$ cat src/rtl/hazard_if.sv
// hazard_if: groups the pipeline-side signals of the hazard controller.
//   master : the pipeline (drives IF/ID instruction, ID/EX load info,
//            branch resolution; receives stall/flush controls and status)
//   slave  : the hazard unit
// Signals:
//   IFID_inst[31:0]    instruction held in IF/ID
//   IDEX_MemRead       ID/EX instruction is a load
//   IDEX_rd[4:0]       ID/EX destination register
//   branch_taken       EX resolved a taken branch/jump
//   PCWrite            PC may update
//   IFIDWrite          IF/ID may load
//   IF_flush           IF/ID loads a NOP
//   IDEX_bubble        ID/EX loads control zeros
//   mdu_busy           MDU occupancy counter nonzero
//   stall_cycles[31:0] stalled-cycle counter
interface hazard_if;
  logic [31:0] IFID_inst;
  logic        IDEX_MemRead;
  logic [4:0]  IDEX_rd;
  logic        branch_taken;
  logic        PCWrite;
  logic        IFIDWrite;
  logic        IF_flush;
  logic        IDEX_bubble;
  logic        mdu_busy;
  logic [31:0] stall_cycles;

  modport master (
    output IFID_inst, IDEX_MemRead, IDEX_rd, branch_taken,
    input  PCWrite, IFIDWrite, IF_flush, IDEX_bubble, mdu_busy, stall_cycles
  );

  modport slave (
    input  IFID_inst, IDEX_MemRead, IDEX_rd, branch_taken,
    output PCWrite, IFIDWrite, IF_flush, IDEX_bubble, mdu_busy, stall_cycles
  );
endinterface

$ cat src/rtl/hazard_unit.sv
// hazard_unit: pipeline hazard controller.
// Detects load-use hazards between IF/ID and ID/EX, stalls M-extension
// instructions while the non-pipelined MDU is occupied, and applies
// taken-branch flushes with top priority. Keeps a stalled-cycle counter.
// Ports:
//   clk    rising-edge clock
//   rst_n  synchronous active-low reset
//   hif    hazard_if.slave (pipeline inputs, stall/flush outputs, status)
// Parameter:
//   MDU_LAT  MDU occupancy in cycles per M instruction (>=1)
module hazard_unit #(
  parameter int unsigned MDU_LAT = 4
) (
  input  logic     clk,
  input  logic     rst_n,
  hazard_if.slave  hif
);

  localparam int unsigned     CNT_W    = $clog2(MDU_LAT) + 1;
  localparam logic [CNT_W-1:0] CNT_LOAD = CNT_W'(MDU_LAT - 1);

  logic [6:0] op;
  logic [4:0] rs1;
  logic [4:0] rs2;
  logic [6:0] funct7;
  logic       uses_rs1;
  logic       uses_rs2;
  logic       is_mdu;
  logic       load_use;
  logic       mdu_stall;
  logic       issue;

  logic [CNT_W-1:0] mdu_cnt_q, mdu_cnt_d;
  logic [31:0]      stall_q, stall_d;

  logic pc_write, ifid_write, if_flush, idex_bubble;

  // rd/funct3 fields of the ID instruction play no part in hazard detection.
  logic unused_fields;
  assign unused_fields = ^hif.IFID_inst[14:7];

  assign op     = hif.IFID_inst[6:0];
  assign rs1    = hif.IFID_inst[19:15];
  assign rs2    = hif.IFID_inst[24:20];
  assign funct7 = hif.IFID_inst[31:25];

  assign uses_rs1 = !(op == 7'b0110111 || op == 7'b0010111 || op == 7'b1101111);
  assign uses_rs2 = (op == 7'b0110011) || (op == 7'b0100011) || (op == 7'b1100011);
  assign is_mdu   = (op == 7'b0110011) && (funct7 == 7'b0000001);

  // x0 is never a real dependency, so a load targeting x0 cannot stall.
  assign load_use = hif.IDEX_MemRead && (hif.IDEX_rd != 5'd0) &&
                    ((uses_rs1 && (rs1 == hif.IDEX_rd)) ||
                     (uses_rs2 && (rs2 == hif.IDEX_rd)));

  assign mdu_stall = is_mdu && (mdu_cnt_q != '0);

  // Only an instruction that actually moves into EX occupies the MDU.
  assign issue = rst_n && !hif.branch_taken && !load_use && !mdu_stall;

  always_comb begin
    pc_write    = 1'b1;
    ifid_write  = 1'b1;
    if_flush    = 1'b0;
    idex_bubble = 1'b0;
    if (!rst_n) begin
      pc_write    = 1'b0;
      ifid_write  = 1'b0;
      if_flush    = 1'b1;
      idex_bubble = 1'b1;
    end else if (hif.branch_taken) begin
      if_flush    = 1'b1;
      idex_bubble = 1'b1;
    end else if (load_use || mdu_stall) begin
      pc_write    = 1'b0;
      ifid_write  = 1'b0;
      idex_bubble = 1'b1;
    end
  end

  always_comb begin
    mdu_cnt_d = mdu_cnt_q;
    if (issue && is_mdu) begin
      mdu_cnt_d = CNT_LOAD;
    end else if (mdu_cnt_q != '0) begin
      mdu_cnt_d = mdu_cnt_q - CNT_W'(1);
    end
    stall_d = stall_q;
    if (!pc_write) begin
      stall_d = stall_q + 32'd1;
    end
  end

  always_ff @(posedge clk) begin
    if (!rst_n) begin
      mdu_cnt_q <= '0;
      stall_q   <= '0;
    end else begin
      mdu_cnt_q <= mdu_cnt_d;
      stall_q   <= stall_d;
    end
  end

  assign hif.PCWrite      = pc_write;
  assign hif.IFIDWrite    = ifid_write;
  assign hif.IF_flush     = if_flush;
  assign hif.IDEX_bubble  = idex_bubble;
  assign hif.mdu_busy     = (mdu_cnt_q != '0);
  assign hif.stall_cycles = stall_q;

endmodule

$ cat src/flat_wrapper.sv
// flat-port wrapper written by rule: the top's interface ports become plain ports
module hazard_unit_flat 
#(
  parameter int unsigned MDU_LAT = 4
)
  (clk, rst_n, hif_IFID_inst, hif_IDEX_MemRead, hif_IDEX_rd, hif_branch_taken, hif_PCWrite, hif_IFIDWrite, hif_IF_flush, hif_IDEX_bubble, hif_mdu_busy, hif_stall_cycles);
  hazard_if hif_i ();
  input  logic clk;
  input  logic rst_n;
  input wire logic [$bits(hif_i.IFID_inst)-1:0] hif_IFID_inst;
  input wire logic [$bits(hif_i.IDEX_MemRead)-1:0] hif_IDEX_MemRead;
  input wire logic [$bits(hif_i.IDEX_rd)-1:0] hif_IDEX_rd;
  input wire logic [$bits(hif_i.branch_taken)-1:0] hif_branch_taken;
  output wire logic [$bits(hif_i.PCWrite)-1:0] hif_PCWrite;
  output wire logic [$bits(hif_i.IFIDWrite)-1:0] hif_IFIDWrite;
  output wire logic [$bits(hif_i.IF_flush)-1:0] hif_IF_flush;
  output wire logic [$bits(hif_i.IDEX_bubble)-1:0] hif_IDEX_bubble;
  output wire logic [$bits(hif_i.mdu_busy)-1:0] hif_mdu_busy;
  output wire logic [$bits(hif_i.stall_cycles)-1:0] hif_stall_cycles;
  assign hif_i.IFID_inst = hif_IFID_inst;
  assign hif_i.IDEX_MemRead = hif_IDEX_MemRead;
  assign hif_i.IDEX_rd = hif_IDEX_rd;
  assign hif_i.branch_taken = hif_branch_taken;
  assign hif_PCWrite = hif_i.PCWrite;
  assign hif_IFIDWrite = hif_i.IFIDWrite;
  assign hif_IF_flush = hif_i.IF_flush;
  assign hif_IDEX_bubble = hif_i.IDEX_bubble;
  assign hif_mdu_busy = hif_i.mdu_busy;
  assign hif_stall_cycles = hif_i.stall_cycles;
  hazard_unit #(.MDU_LAT(MDU_LAT)) u_core (.clk(clk), .rst_n(rst_n), .hif(hif_i));
endmodule
$ cat config.mk
export PLATFORM = sky130hd
export DESIGN_NAME = hazard_unit_flat
export DESIGN_NICKNAME = d
export VERILOG_FILES = /design/src/rtl/hazard_if.sv /design/src/rtl/hazard_unit.sv /design/src/flat_wrapper.sv
export SDC_FILE = /design/constraint.sdc
export NUM_CORES = 1
export LEC_CHECK = 0
export BUFFER_PORTS_ARGS = -buffer_cell sky130_fd_sc_hd__buf_2
export CAP_MARGIN = 20
export CELL_PAD_IN_SITES_DETAIL_PLACEMENT = 1
export CELL_PAD_IN_SITES_GLOBAL_PLACEMENT = 1
export CORE_ASPECT_RATIO = 0.6
export CORE_MARGIN = 10
export CORE_UTILIZATION = 30
export CTS_CLUSTER_SIZE = 10
export DETAILED_ROUTE_END_ITERATION = 8
export HOLD_SLACK_MARGIN = 0.08
export PLACE_DENSITY_LB_ADDON = 0.1
export SLEW_MARGIN = 10
export SYNTH_ARGS = -nofsm -noshare
export SYNTH_HDL_FRONTEND = slang
export SYNTH_SLANG_ARGS = --single-unit
export TNS_END_PERCENT = 1
$ cat constraint.sdc
create_clock -name clk -period 3.5 [get_ports clk]
set_input_delay 0 -clock clk [delete_from_list [all_inputs] [get_ports clk]]
set_output_delay 0 -clock clk [all_outputs]
set_load 0.02 [all_outputs]
==> flow_metrics.py <==
metrics = {
    "critical_path": {
        "slowest_stage": "sky130_fd_sc_hd__a21o_1",
        "slowest_delay_ps": 740,
        "criticalPathCategory": "register to output port",
        "crit_required_ps": 3500,
        "critPathBufInv": 3,
        "worstPathCellList": "inv_1 > ha_1 > nand2b_1 > nand4_2 > a21o_1 > buf_4 > a21oi_1 > nor2b_1 > buf_2",
        "crit_path_start_kind": "register",
        "timing.critical_path.to_type": "output port",
        "critPathTopFamily": "compound AO/OA/AOI/OAI gates",
        "worst-path-max-fanout": 21,
        "worstPathArrival_ps": 2690,
    },
    "timing": {
        "skew_ps": 2.34,
        "timing.slew.headroom_pct": 37.7,
        "tightestPinTransition_ps": 934,
        "setup_viol": 0,
        "worst_slack_ps": 811,
        "max_clock_freq_ghz": 0.372,
        "number_of_failing_hold_endpoints_at_the_final_stage": 0,
        "setup_tns_after_final_layout_ps": 0,
        "rsz0062_at_grt": "false",
        "timing.final.crit_share_pct": 76.8,
        "final_period_minus_worst_setup_slack_ps": 2690,
        "timing.final.max_slew_violations": 0,
    },
    "placement": {
        "pre_cts_ws_ps": 918,
        "place_hpwl_um": 5590,
        "rd_place_congestion": 0.735,
        "io_buffer_count": 69,
        "detailed_place.area_mm2": 0.00284,
    },
    "finish": {
        "n_antenna_cell": 0,
        "fin_area_mm2": 0.00297,
        "final_nets": 386,
        "post_route_cells_drive_above_1_share_pct": 27.6,
        "flow.area_growth_from_synthesis_pct": 23.5,
    },
    "status": {
        "status": "finished clean",
    },
    "grt": {
        "grt_antenna_before_repair": 0,
        "vias_in_the_first_global_route": 2325,
        "gr-usage-all-layers_pct": 12.7,
        "grt_pass1_wl_um": 12200,
        "grt-ovfl-total": 0,
        "grt_max_degree": 69,
    },
    "floorplan": {
        "floorplan.initialDensity_pct": 30.6,
        "core.rowCount": 25,
        "core_area_mm2": 0.00785,
        "top_level_i_o_count": 78,
        "die_area_mm2": 0.0121,
        "die_w_um": 136,
        "fp.dieH_um": 89.4,
    },
    "routing": {
        "remaining_drc_errors": 0,
        "routed_length_per_placed_instance_um": 16.8,
        "route.detailed.vias_per_inst": 5.06,
        "route.final.wire_length_um": 7540,
        "initialDrtViolationCount": 104,
        "drt-pass1-iter-count": 4,
        "antenna_violating_nets_post_route": 0,
        "via_count_of_the_routed_design": 2274,
    },
    "clock_network": {
        "num_clock_sinks": 35,
        "clk_latency_ps": 280,
        "cts_tree": "yes",
        "cts.repair_timing.setup_buffer_count": 0,
        "cts.hold.buffers_added": 0,
        "clkSlewWorstSetupHoldPaths_ps": 50,
        "tritoncts.num_buffers": 5,
        "cts_max_path_buffers": 2,
        "clock_h_tree_levels": 2,
        "root_buffer_master": "sky130_fd_sc_hd__clkbuf_16",
        "post_cts_repair_resize_count": 0,
    },
    "yosys": {
        "largest_cells_by_area_after_synthesis": "sky130_fd_sc_hd__dfxtp_1, sky130_fd_sc_hd__mux2i_1, sky130_fd_sc_hd__nand2b_1, sky130_fd_sc_hd__nand2_1, sky130_fd_sc_hd__a2111oi_2",
        "yosys_most_used_dff": "sky130_fd_sc_hd__dfxtp_1",
        "postSynthCellCount": 281,
        "post_synthesis_net_count": 325,
        "seq_cells_post_synth": 35,
        "syn-mean-instance-area_um2": 8.56,
        "synth_async_sr_flop_share_pct": 0,
        "synth_edf_count": 0,
        "largest_area_contributor_in_the_netlist": "sky130_fd_sc_hd__dfxtp_1",
        "ys.warnings.count": 0,
        "netlist-cell-type-count": 41,
        "yosysSeqAreaShare_pct": 29.1,
        "synthesis.area_mm2": 0.00241,
        "share_of_the_synthesized_area_in_the_top_cell_type_pct": 29.1,
    },
    "pwr": {
        "cellLeakagePower_nw": 1.09,
        "areal_power_density_over_the_cells_mw_per_mm2": 353,
        "power.ir.vdd_worst_mv": 0.141,
    },
    "flow_run": {
        "cap_viol_max_count": 0,
    },
    "hold_path": {
        "min_path_type": "primary input to register",
    },
}
routing by layer:
layer	global-route usage [%]	wire (um)
met1	16.8	3870
met2	19.4	3230
met3	4.15	364
met4	2.82	78
met5	0	0
registers in the layout, indices dropped and copies added, names as in the netlist:
register                 cells
u_core.mdu_cnt_q             3
u_core.hif.stall_cycles     32
report_power, final:
group	total (mW)	switching, mW	internal (mW)
sequential	0.424	0.00980	0.415
combinational	0.206	0.119	0.0873
clock	0.418	0.162	0.256
path summary, 6_finish.rpt:
path	start	to	slack, ps	depth (start not counted)
worst max-delay path	u_core.mdu_cnt_q[0]$_SDFFE_PN0P_	hif_IFIDWrite	810	9
worst min-delay path	hif_IFID_inst[27]	u_core.mdu_cnt_q[1]$_SDFFE_PN0P_	330	5
worst max register to register	u_core.hif.stall_cycles[7]$_SDFFE_PN0N_	u_core.hif.stall_cycles[24]$_SDFFE_PN0N_	1000	6
worst min register to register	u_core.hif.stall_cycles[31]$_SDFFE_PN0N_	u_core.hif.stall_cycles[31]$_SDFFE_PN0N_	470	2
cell usage in the layout (no fill, tap or decap), types with 7 or more instances in the layout:
master / n
sky130_fd_sc_hd__buf_2: 69
sky130_fd_sc_hd__a211oi_1: 18
sky130_fd_sc_hd__nand2b_1: 32
sky130_fd_sc_hd__xor2_1: 7
sky130_fd_sc_hd__nand3_1: 17
sky130_fd_sc_hd__nand4_1: 8
sky130_fd_sc_hd__a2111oi_2: 9
sky130_fd_sc_hd__mux2i_1: 33
sky130_fd_sc_hd__dfxtp_1: 35
sky130_fd_sc_hd__nand2_1: 45
synthesized netlist by cell type, drive strengths merged (2+ instances only):
master / n
buf: 6
ha: 3
and3: 2
o211ai: 2
dfxtp: 35
xnor2: 3
nand2b: 32
nand3: 17
clkbuf: 13
nor2: 6
a21oi: 3
inv: 6
o211a: 2
nor3: 3
nor2b: 3
and4: 5
a2111oi: 12
mux2i: 33
xor2: 7
nand4b: 2
nand4: 9
a211oi: 18
or2: 2
nor4: 2
nand2: 45
final cells by class:
cell class,count,area (um2)
timing repair buffer,73,375
tap,108,135
clock buffer,6,129
sequential,35,701
inverter,6,22.5
fill,956,4880
multi-input combinational,221,1610
worst register-to-register path, cell delays in order (launching register included):
cell,delay [ps]
sky130_fd_sc_hd__dfxtp_1,420
sky130_fd_sc_hd__and4_1,290
sky130_fd_sc_hd__nand4_1,340
sky130_fd_sc_hd__nor3_1,740
sky130_fd_sc_hd__nand3_1,160
sky130_fd_sc_hd__a211oi_1,270
sky130_fd_sc_hd__mux2i_1,220
stage by stage:
stage	total power [mW]	hold WS, ps	instances	utilization (%)
floorplan	0.578	156	281	-
global placement	0.637	362	443	36.2
detailed placement	0.645	370	443	36.2
CTS	1.07	327	449	37.8
global route	1.11	360	449	37.8
finish	1.05	326	449	37.8
cell families after synthesis:
kind of cell | after synthesis | synth area share, %
buf+inv | 25 | 4.63
compound gates | 42 | 17.5
mux | 33 | 13.7
simple gates | 133 | 29.8
flops | 35 | 29.1
xor+xnor | 10 | 3.64
fa+ha+maj | 3 | 1.56
Power figures use the tool's default switching activity.
